<file path="src/rtl/gauss_pkg.sv">
// ============================================================================
// gauss_pkg : shared widths, centring offset and sample type for the
//             CLT Gaussian sampler.
// Rev 1.0
// ============================================================================
`default_nettype none

package gauss_pkg;

    function automatic int out_width(input int u_bits, input int n_acc);
        return u_bits + $clog2(4 * n_acc) + 1;
    endfunction

    // Mean of the doubled sum: K uniforms, each centred at (2^U_BITS-1)/2.
    function automatic logic [63:0] centre_offset(input int k, input int u_bits);
        logic [63:0] umax;
        umax = (64'd1 << u_bits) - 64'd1;
        return umax * 64'(k);
    endfunction

    localparam int DEF_W = out_width(8, 4);

    typedef logic signed [DEF_W-1:0] sample_t;

endpackage

`default_nettype wire

</file>
<file path="src/rtl/sample_fifo.sv">
// ============================================================================
// sample_fifo : synchronous FIFO with async active-low reset, exposing
//               count / full / empty.
// Rev 1.0
// ============================================================================
`default_nettype none

module sample_fifo #(
    parameter int WIDTH = 13,
    parameter int DEPTH = 2,
    localparam int PTR_W = (DEPTH > 1) ? $clog2(DEPTH) : 1,
    localparam int CNT_W = $clog2(DEPTH + 1)
) (
    input  logic             clk,
    input  logic             rst_n,
    input  logic             push,
    input  logic [WIDTH-1:0] push_data,
    input  logic             pop,
    output logic [WIDTH-1:0] pop_data,
    output logic [CNT_W-1:0] count,
    output logic             full,
    output logic             empty
);

    localparam logic [PTR_W-1:0] LAST_PTR  = PTR_W'(DEPTH - 1);
    localparam logic [CNT_W-1:0] DEPTH_CNT = CNT_W'(DEPTH);

    logic [WIDTH-1:0] mem_q [DEPTH];
    logic [WIDTH-1:0] mem_d [DEPTH];
    logic [PTR_W-1:0] wr_q, wr_d;
    logic [PTR_W-1:0] rd_q, rd_d;
    logic [CNT_W-1:0] count_q, count_d;
    logic             do_push;
    logic             do_pop;

    function automatic logic [PTR_W-1:0] next_ptr(input logic [PTR_W-1:0] p);
        return (p == LAST_PTR) ? '0 : p + 1'b1;
    endfunction

    always_comb begin
        full    = (count_q == DEPTH_CNT);
        empty   = (count_q == '0);
        do_push = push && !full;
        do_pop  = pop && !empty;

        mem_d = mem_q;
        if (do_push) begin
            mem_d[wr_q] = push_data;
        end
        wr_d = do_push ? next_ptr(wr_q) : wr_q;
        rd_d = do_pop  ? next_ptr(rd_q) : rd_q;

        count_d = count_q;
        case ({do_push, do_pop})
            2'b10:   count_d = count_q + 1'b1;
            2'b01:   count_d = count_q - 1'b1;
            default: count_d = count_q;
        endcase
    end

    always_ff @(posedge clk or negedge rst_n) begin
        if (!rst_n) begin
            for (int i = 0; i < DEPTH; i++) begin
                mem_q[i] <= '0;
            end
            wr_q    <= '0;
            rd_q    <= '0;
            count_q <= '0;
        end else begin
            mem_q   <= mem_d;
            wr_q    <= wr_d;
            rd_q    <= rd_d;
            count_q <= count_d;
        end
    end

    assign pop_data = mem_q[rd_q];
    assign count    = count_q;

    a_no_overflow: assert property (@(posedge clk) disable iff (!rst_n) !(push && full));

endmodule

`default_nettype wire

</file>
<file path="src/rtl/clt_gauss_sampler.sv">
// ============================================================================
// clt_gauss_sampler : sums the top U_BITS of 4 uniform words over N_ACC beats
//                     and emits one zero-centred signed CLT sample per group.
// Rev 1.0
// ============================================================================
`default_nettype none

module clt_gauss_sampler
    import gauss_pkg::*;
#(
    parameter int U_BITS     = 8,
    parameter int N_ACC      = 4,
    parameter int FIFO_DEPTH = 2,
    localparam int W_OUT     = out_width(U_BITS, N_ACC),
    localparam int PH_W      = (N_ACC > 1) ? $clog2(N_ACC) : 1
) (
    input  logic             clk,
    input  logic             reset,
    input  logic             in_valid,
    output logic             in_ready,
    input  logic [31:0]      in_u0,
    input  logic [31:0]      in_u1,
    input  logic [31:0]      in_u2,
    input  logic [31:0]      in_u3,
    input  logic             flush,
    output logic             out_valid,
    input  logic             out_ready,
    output logic [W_OUT-1:0] out_sample,
    output logic [PH_W-1:0]  acc_phase
);

    localparam int K      = 4 * N_ACC;
    localparam int ACC_W  = W_OUT - 1;
    localparam int PSUM_W = U_BITS + 2;
    localparam int CNT_W  = $clog2(FIFO_DEPTH + 1);

    localparam logic [W_OUT-1:0] OFFSET    = W_OUT'(centre_offset(K, U_BITS));
    localparam logic [PH_W-1:0]  LAST_PH   = PH_W'(N_ACC - 1);
    localparam logic [CNT_W:0]   DEPTH_CNT = (CNT_W + 1)'(FIFO_DEPTH);

    logic              s1_valid_q, s1_valid_d;
    logic              s1_last_q,  s1_last_d;
    logic [PSUM_W-1:0] psum_q,     psum_d;
    logic [PH_W-1:0]   phase_q,    phase_d;
    logic [ACC_W-1:0]  acc_q,      acc_d;

    logic              accept;
    logic              pending;
    logic [CNT_W:0]    used;
    logic [ACC_W-1:0]  total;
    logic              push;
    logic [W_OUT-1:0]  push_data;
    logic              pop;
    logic [CNT_W-1:0]  fifo_count;
    logic              fifo_full;
    logic              fifo_empty;
    logic              unused_lsbs;

    // Credit counts a sample still in stage 2 so the FIFO can never overflow.
    always_comb begin
        pending  = s1_valid_q && s1_last_q;
        used     = {1'b0, fifo_count} + (CNT_W + 1)'(pending);
        in_ready = reset && !fifo_full && (used < DEPTH_CNT);
        accept   = in_valid && in_ready;
    end

    always_comb begin
        psum_d     = psum_q;
        s1_last_d  = s1_last_q;
        phase_d    = phase_q;
        s1_valid_d = accept && !flush;
        if (accept) begin
            psum_d    = PSUM_W'(in_u0[31 -: U_BITS]) + PSUM_W'(in_u1[31 -: U_BITS])
                      + PSUM_W'(in_u2[31 -: U_BITS]) + PSUM_W'(in_u3[31 -: U_BITS]);
            s1_last_d = (phase_q == LAST_PH);
            phase_d   = (phase_q == LAST_PH) ? '0 : phase_q + 1'b1;
        end
        if (flush) begin
            phase_d = '0;
        end
    end

    always_comb begin
        total     = acc_q + ACC_W'(psum_q);
        push      = s1_valid_q && s1_last_q && !flush;
        push_data = {total, 1'b0} - OFFSET;
        acc_d     = acc_q;
        if (s1_valid_q) begin
            acc_d = s1_last_q ? '0 : total;
        end
        if (flush) begin
            acc_d = '0;
        end
    end

    always_ff @(posedge clk or negedge reset) begin
        if (!reset) begin
            s1_valid_q <= 1'b0;
            s1_last_q  <= 1'b0;
            psum_q     <= '0;
            phase_q    <= '0;
            acc_q      <= '0;
        end else begin
            s1_valid_q <= s1_valid_d;
            s1_last_q  <= s1_last_d;
            psum_q     <= psum_d;
            phase_q    <= phase_d;
            acc_q      <= acc_d;
        end
    end

    assign pop = out_ready && !fifo_empty;

    sample_fifo #(
        .WIDTH (W_OUT),
        .DEPTH (FIFO_DEPTH)
    ) u_fifo (
        .clk       (clk),
        .rst_n     (reset),
        .push      (push),
        .push_data (push_data),
        .pop       (pop),
        .pop_data  (out_sample),
        .count     (fifo_count),
        .full      (fifo_full),
        .empty     (fifo_empty)
    );

    assign out_valid   = !fifo_empty;
    assign acc_phase   = phase_q;
    assign unused_lsbs = ^{in_u0, in_u1, in_u2, in_u3};

endmodule

`default_nettype wire

</file>
<file path="config.mk">
export PLATFORM = sky130hd
export DESIGN_NAME = clt_gauss_sampler
export DESIGN_NICKNAME = d
export VERILOG_FILES = /design/src/rtl/gauss_pkg.sv /design/src/rtl/sample_fifo.sv /design/src/rtl/clt_gauss_sampler.sv
export SDC_FILE = /design/constraint.sdc
export NUM_CORES = 1
export LEC_CHECK = 0
export ABC_AREA = 1
export CAP_MARGIN = 20
export CORE_AREA = 10 10 109 111
export DETAILED_ROUTE_END_ITERATION = 10
export DIE_AREA = 0 0 119 121
export PLACE_DENSITY = 0.73
export SLEW_MARGIN = 10
export SYNTH_ARGS = -nofsm -noshare
export SYNTH_HDL_FRONTEND = slang
export SYNTH_SLANG_ARGS = --single-unit
</file>
<file path="constraint.sdc">
create_clock -name clk -period 2.85 [get_ports clk]
set_clock_uncertainty 0.1 [all_clocks]
set_input_delay 0.57 -clock clk [delete_from_list [all_inputs] [get_ports clk]]
set_output_delay 0.57 -clock clk [all_outputs]
set_load 0.03 [all_outputs]
</file>
# ---- Yosys cells after proc, flatten, opt, wreduce, memory -nomap -nowiden
# Cells that the tools add are included.
dict set report classes {
  add_sub_neg 11
  bitwise 2
  muxes 15
  n_reduce_logical 17
  order_cmp 4
  n_eq_ne 4
}
# op count
set ops {}
lappend ops {{13-bit 2-to-1 mux} 4}
lappend ops {{12-bit 2-to-1 mux} 3}
lappend ops {{26-bit bitwise mux} 1}
lappend ops {{13-bit demux with 1-bit select} 1}
lappend ops {{13-bit by 12-bit subtractor with 13-bit output, second input constant} 1}
lappend ops {{12-bit by 10-bit adder with 12-bit output} 1}
lappend ops {{10-bit by 8-bit adder with 10-bit output} 1}
lappend ops {{9-bit by 8-bit adder with 10-bit output} 1}
lappend ops {{1-bit logical AND} 10}
lappend ops {{8-bit by 8-bit adder with 9-bit output} 1}
lappend ops {{2-bit equality test, second input constant} 3}
lappend ops {{2-bit 2-to-1 mux} 3}
lappend ops {{2-bit nonzero test} 3}
lappend ops {{2-bit by 1-bit adder with 2-bit output, second input constant} 2}
lappend ops {{2-bit >= comparator, second input constant} 2}
lappend ops {{1-bit inverter with 2-bit output} 2}
lappend ops {{2-bit one-hot mux with 2 select lines} 1}
lappend ops {{2-bit by 1-bit adder with 3-bit output} 1}
lappend ops {{1-bit logical NOT} 3}
lappend ops {{3-bit by 2-bit < comparator with 1-bit output, second input constant} 1}
lappend ops {{1-bit adder, second input constant} 2}
lappend ops {{2-bit by 1-bit equality test with 1-bit output, second input constant} 1}
lappend ops {{2-bit logical NOT} 1}
lappend ops {{2-bit by 1-bit < comparator with 1-bit output, second input constant} 1}
lappend ops {{2 further kinds} 3}
dict set report totals {
  inputBits 133
  out_inout_bits 17
  wordCells 63
  register_bits 56
}

# ---- Logic depth before layout (Yosys ltp)
# Gate-level depths: netlist of the first run.
dict set report logic_depth {
  depth_word 7
  depth_mapped 16
  mapped_depth_nobuf 16
}

# ---- By module
# From an unflattened synthesis of the first run, not the netlist that was laid out.
dict set report unflattened {
  cells_unflattened 556
  hier_area_um2 4103.9
}
# mod cells_per_inst instances area_per_inst_um2
set modules_own_cells {}
lappend modules_own_cells {clt_gauss_sampler 368 1 2616.3}
lappend modules_own_cells {sample_fifo 188 1 1487.7}

# ---- Worst setup path after synthesis of the first run
# No wires, ideal clock.
dict set report synth_path {
  path_type {input-to-reg}
  from {in in_u0[25]}
  to {reg psum_q[7]}
  required_time_ns 2.629
  setup_time_ns 0.121
  path_slack_ns -0.237
  arrival_ns 2.866
  stages 13
  cell_sequence {fa_1 -> fa_1 -> ha_1 -> inv_1 -> fa_1 -> nand3b_1 -> nand2_1 -> nand2_1 -> nand2_1 -> a21oi_1 -> nor2_1 -> nor2_1 -> a22o_1}
}
dict set report synth_between {
  elab_chain_cells 3
}
# element line
set synth_lines {}
lappend synth_lines {{start: declaration} clt_gauss_sampler.sv:21} ;# input logic [31:0] in_u0,
lappend synth_lines {{8-bit by 8-bit adder with 9-bit output} clt_gauss_sampler.sv:73} ;# psum_d = PSUM_W'(in_u0[31 -: U_BITS]) + PSUM_W'(in_u1[31 -: U_BITS])
lappend synth_lines {{9-bit by 8-bit adder with 10-bit output} clt_gauss_sampler.sv:74} ;# + PSUM_W'(in_u2[31 -: U_BITS]) + PSUM_W'(in_u3[31 -: U_BITS]);
lappend synth_lines {{10-bit by 8-bit adder with 10-bit output} clt_gauss_sampler.sv:74}
lappend synth_lines {{end signal: assignment} clt_gauss_sampler.sv:106} ;# psum_q <= psum_d;
lappend synth_lines {{end: declaration} clt_gauss_sampler.sv:43} ;# logic [PSUM_W-1:0] psum_q, psum_d;
# No other way between the ends.
# A chain may end at the register's enable or synchronous reset.

# ---- Worst setup path in the final report of the first run
dict set report layout_path {
  from {in in_u2[25]}
  to {reg psum_q[7]}
}
dict set report layout_between {
  elab_chain_cells 2
}
# element line
set layout_lines {}
lappend layout_lines {{start: declaration} clt_gauss_sampler.sv:23} ;# input logic [31:0] in_u2,
lappend layout_lines {{9-bit by 8-bit adder with 10-bit output} clt_gauss_sampler.sv:74}
lappend layout_lines {{10-bit by 8-bit adder with 10-bit output} clt_gauss_sampler.sv:74}
# No other way between the ends.

==> results.cfg, run 1 <==
[synth]
netlist_instances = 496
ys_top_cells_by_area = dfrtp_1, nand2_1, fa_1
yosysTopAreaCellShare = 0.355
synth_top_cell_by_area = dfrtp_1
synth_area_per_cell_sq_um = 7.66
ys_warn_count = 0
ys_types = 35
ys_seq_area_frac = 0.355
synth_nets = 668
synth_area_sq_mm = 0.00380
synth_seq_cells = 54

[routing]
first_pass_iters = 5
routed_wl_um = 8240
vias = 3263
drt-wirelength-per-cell_um = 11.8
ant_nets = 0
drt-vias-per-instance = 4.67
drtIter0Drc = 159
drc = 0

[cells_and_area]
diodes = 0
final_cell_area_sq_mm = 0.00473
layout_common_cells = nand2_1, inv_1, dfrtp_1
multiInputGateArea_sq_mm = 0.00214
syn2layout_area_growth_pct = 24.4
fin_nets = 736
fillCellCount = 961
layout-drive-gt1-share = 0.147
mostFrequentLayoutCell = nand2_1
seq_area_sq_mm = 0.00135

[global_routing]
grt_max_degree = 55
antenna_found_initial = 0
grt.overflow.total = 0
grt_pass1_wl_um = 14400
grt_util_all_layers = 0.117
grt_pass1_vias = 3258

[power]
p_leak_nw = 2.51
power_density_mw_per_mm2 = 737
max-vdd-ir-drop_mv = 0.265
p_total_mw = 3.48

[sta]
fin_setup_tns_ns = -0.281
hold_violations = 0
slew_violations = 0
finalWorstSetupSlack_ns = -0.127
relSlewSlack = 0.553
fin_hold_ws_ns = 0.302
finalSetupViolCount = 3
fin_crit_sh = 1.04
max_freq_mhz = 336
rsz0062_at_grt = yes
worst_slew_pin_slew_ns = 0.671
min_period_ns = 2.98

[cts]
cts_root_buf = clkbuf_8
clk_path_buf_depth = 2
clock_insertion_delay_worst_skew_ns = 0.31
clkTransAtPathRegs_ns = 0.09
cts_tree = built
htree_levels = 2
cts_sinks = 54
hold_buffers = 0
cts_buffers = 5

[critical_path]
crit_type = input port to flip-flop
path_max_fanout = 2
worstPathArrival_ns = 3.08
critPathCaptureType = flip-flop
cp-start-kind = input port
crit_required_ns = 2.95

[outcome]
violations = setup timing
status = finished with violations

[die]
start_util = 0.394
core-area_sq_mm = 0.00964
die_height_um = 121
ios = 150
dieArea_sq_mm = 0.0144
die_w_um = 119
rows = 36

[placed_design]
dp_hpwl_um = 6420
portBuffers = 52
place_congestion = 0.908
place_area_sq_mm = 0.00455

[job]
maxCapViolCount = 0

[min_path]
min_path_type = input port to asynchronous set/reset pin
-- where the power goes --
part	internal [mW]	switching (mW)	leakage, nW
combinational	0.775	1.09	1.74
sequential	0.983	0.126	0.710
clock	0.263	0.246	0.0524
-- cell families (layout without fill, tap and decap cells) --
| family | count (synthesis) | count (layout) | share of synthesized area |
|---|---|---|---|
| buf+inv | 101 | 170 | 0.103 |
| compound gates | 54 | 54 | 0.0813 |
| xor+xnor | 10 | 10 | 0.0230 |
| other cells | 1 | 1 | 0.000987 |
| flops | 54 | 54 | 0.355 |
| fa+ha+maj | 39 | 39 | 0.162 |
| simple gates | 237 | 237 | 0.274 |
-- state kept, by name, indices dropped and copies added, names as in the netlist --
register      flops
acc_phase         2
u_fifo.count      2
u_fifo.mem_q     24
s1_last_q         1
acc_q            12
psum_q           10
u_fifo.wr_q       1
s1_valid_q        1
u_fifo.rd_q       1
-- synth_stat cells, drive strengths merged --
cell	instances
a211oi	1
a21oi	12
a22o	1
a2bb2oi	1
a32o	4
buf	4
clkbuf	5
clkinv	1
conb	1
dfrtp	54
fa	17
ha	22
inv	91
nand2	174
nand3	32
nand3b	4
nand4	3
nor2	23
nor3	1
o211ai	1
o21a	1
o21ai	30
o22ai	3
xnor2	4
xor2	6
-- final timing paths --
kind / from / to / slack (ns) / depth (start not counted)
worst min register to register: u_fifo.mem_q[9]$_DFFE_PN0P_ / u_fifo.mem_q[9]$_DFFE_PN0P_ / 0.39 / 2
worst max-delay path: in_u2[25] / psum_q[7]$_DFFE_PN0P_ / -0.13 / 14
worst max register to register: psum_q[0]$_DFFE_PN0P_ / u_fifo.mem_q[21]$_DFFE_PN0P_ / 0.28 / 14
min in group clk: u_fifo.mem_q[9]$_DFFE_PN0P_ / u_fifo.mem_q[9]$_DFFE_PN0P_ / 0.39 / 2
max in group asynchronous: reset / psum_q[5]$_DFFE_PN0P_ / 1.88 / 2
worst min-delay path: reset / u_fifo.mem_q[3]$_DFFE_PN0P_ / 0.30 / 2
-- layer usage --
layer,vias to the layer above,GRT usage,share of wire
met2,84,0.197,0.46
met5,-,0,0
met4,0,0.0443,0.021
met3,18,0.0279,0.057
met1,1492,0.140,0.46
li1,1669,-,-
-- per-stage QoR --
| stage | std cells | worst slack, ns | utilization |
|---|---|---|---|
| after floorplan | 496 | -0.205 | - |
| final | 698 | -0.127 | 0.490 |
| after global routing | 698 | -0.250 | 0.490 |
| after global placement | 684 | -0.729 | 0.472 |
| after detailed placement | 684 | -0.797 | 0.472 |
| after CTS | 698 | -0.101 | 0.489 |
-- worst max-delay path: stages --
cell and delay (ns):
buf_6 0.09, fa_1 0.48, fa_1 0.50, ha_2 0.18, inv_2 0.04, fa_2 0.35, nand3b_1 0.18, nand2_2 0.10
nand2_2 0.08, nand2_2 0.08, a21oi_2 0.07, nor2_2 0.11, nor2_1 0.05, a22o_1 0.20
-- final cells by class --
type	count	area share
multi-input combinational	341	0.452
sequential	54	0.286
timing repair buffer	70	0.132
inverter	92	0.0731
tap	133	0.0352
clock buffer	7	0.0161
clock inverter	1	0.00635
-- timing repair --
action	4_1_cts	5_1_grt
pin swaps	37	4
buffers inserted	7	1
resized for setup	52	8
endpoints found under the setup margin	7	6
gates cloned	0	0
No activity file was read; power rests on OpenSTA's default activity.
==> run 2: changes to the inputs <==
Settings changed: CORE_AREA 10 10 109 111 to 4 4 103 105, DIE_AREA 0 0 119 121 to 0 0 107 109, SKIP_LAST_GASP from default to 1.
==> results.cfg, run 2 (synthesis gave the netlist of run 1 again) <==
[outcome]
status = finished with violations
violations = setup timing

[critical_path]
crit_required_ns = 2.95
critPathCaptureType = flip-flop
r2r_cells = 14
crit_type = input port to flip-flop
path_common_cell = nand2_2
cp_slowest_cell = fa_1
worstPathCellList = buf_6 -> fa_1 -> fa_1 -> ha_2 -> inv_2 -> fa_2 -> nand3b_1 -> nand2_2 -> nand2_2 -> nand2_2 -> a21oi_2 -> nor2_1 -> nor2_1 -> a22o_1
crit_family = adder cells
cp_num_buf_inv = 2
path_max_fanout = 2
cp-start-kind = input port
r2r_slack_ns = 0.37
critical_path.max_stage_delay_ns = 0.53
r2r_start = psum_q[0]$_DFFE_PN0P_
worstPathArrival_ns = 3.09
r2r-end = u_fifo.mem_q[21]$_DFFE_PN0P_

[routing]
drt-vias-per-instance = 4.60
drt-wirelength-per-cell_um = 11.1
drtIter0Drc = 131
ant_nets = 0
drc = 0
vias = 3209
first_pass_iters = 6
routed_wl_um = 7760

[cells_and_area]
syn2layout_area_growth_pct = 24.5
largest_reg_flops = 24
fillCellCount = 970
largest_register = u_fifo.mem_q
fin_util = 0.491
largestRegisters = u_fifo.mem_q: 24 flops, acc_q: 12 flops, psum_q: 10 flops
diodes = 0
seq_area_sq_mm = 0.00135
layout-drive-gt1-share = 0.168
layout_common_cells = nand2_1, inv_1, dfrtp_1
mostFrequentLayoutCell = nand2_1
fin_nets = 735
multiInputGateArea_sq_mm = 0.00217

[power]
power_density_mw_per_mm2 = 722
power_switching_mw = 1.45
p_leak_nw = 2.50
internal_power_mw = 1.96
clockPowerShare = 0.127
pwr-share-seq = 0.324
swShare = 0.425
p_total_mw = 3.42
max-vdd-ir-drop_mv = 0.252
combPwrFrac = 0.549

[sta]
min_period_ns = 2.99
fin_crit_sh = 1.05
rsz0062_at_grt = yes
finalWorstSetupSlack_ns = -0.140
relSlewSlack = 0.563
hold_violations = 0
slew_violations = 0
max_freq_mhz = 334
finalSetupViolCount = 3
worst_slew_pin_slew_ns = 0.656

[global_routing]
grt.overflow.total = 0
antenna_found_initial = 0
grt_max_degree = 55
grt_pass1_wl_um = 13800
grt_util_all_layers = 0.142
grt_pass1_vias = 3221

[die]
rows = 36
ios = 150
dieArea_sq_mm = 0.0117
start_util = 0.394
core-area_sq_mm = 0.00964
die_w_um = 107
die_height_um = 109

[cts]
htree_levels = 2
clkTransAtPathRegs_ns = 0.09
cts_tree = built
clock_insertion_delay_worst_skew_ns = 0.31
cts_buffers = 5
cts_root_buf = clkbuf_8
clk_path_buf_depth = 2
hold_buffers = 0
cts_sinks = 54

[min_path]
min_path_type = input port to asynchronous set/reset pin

[placed_design]
place_congestion = 0.932
portBuffers = 52
dp_hpwl_um = 6100

[job]
maxCapViolCount = 0
[run 2: area by class of cell]
type                    instances  area share
multi-input cells             341       0.459
flip-flops and latches         54       0.285
repair buffers                 69       0.128
inverters                      92      0.0730
well taps                     133      0.0352
clock buffers                   7      0.0182
clock inverters                 1     0.00106
[run 2: repair_timing]
item,4_1_cts,5_1_grt
setup endpoints to repair,7,5
resized for setup,54,25
gates cloned,0,0
pin swaps,35,27
buffers inserted,3,4
[run 2: worst max-delay path by stage]
| stage | startpoint | endpoint | depth (start not counted) |
|---|---|---|---|
| 2_1_floorplan | in_u0[25] | psum_q[7]$_DFFE_PN0P_ | 13 |
| 3_3_place_gp | in_u0[25] | psum_q[7]$_DFFE_PN0P_ | 14 |
| 6_report | in_u1[25] | psum_q[7]$_DFFE_PN0P_ | 14 |
| 3_5_place_dp | in_u0[25] | psum_q[7]$_DFFE_PN0P_ | 14 |
| 4_1_cts | in_u2[25] | psum_q[7]$_DFFE_PN0P_ | 14 |
| 5_1_grt | in_u1[25] | psum_q[7]$_DFFE_PN0P_ | 14 |
[run 2: worst register-to-register path: stages (launching register included)]
cell     delay (ns)
dfrtp_1        0.37
ha_1           0.24
inv_1          0.08
fa_1           0.40
inv_1          0.12
nand3_1        0.12
nand2_2        0.11
nand2_1        0.05
nand2_1        0.12
inv_1          0.06
ha_1           0.22
nand3_4        0.12
xor2_1         0.20
nand2_1        0.08
nand2_1        0.06
[run 2: through the flow]
step / cells / hold WS [ns] / cell area, sq um / worst slack (ns) / TNS [ns]
final: 697 / 0.288 / 4730 / -0.140 / -0.312
after global routing: 697 / 0.365 / 4730 / -0.249 / -0.677
after CTS: 695 / 0.337 / 4670 / -0.102 / -0.136
after floorplan: 496 / 0.174 / 3830 / -0.205 / -0.376
after detailed placement: 684 / 0.366 / 4550 / -0.795 / -4.09
after global placement: 684 / 0.362 / 4550 / -0.729 / -3.76
[run 2: metal layers]
layer,vias to the layer above,share of wire,GRT usage
met5,-,0,0
met4,0,0.013,0.0365
met3,10,0.056,0.0255
met2,85,0.48,0.252
met1,1445,0.45,0.179
li1,1669,-,-
[run 2: power groups by stage]
stage	registers, mW	clock network [mW]	logic (mW)
after floorplan	1.10	0	1.21
final	1.11	0.434	1.88
after global routing	1.14	0.481	2.11
after CTS	1.11	0.449	1.81
after detailed placement	1.12	0	1.74
after global placement	1.11	0	1.70
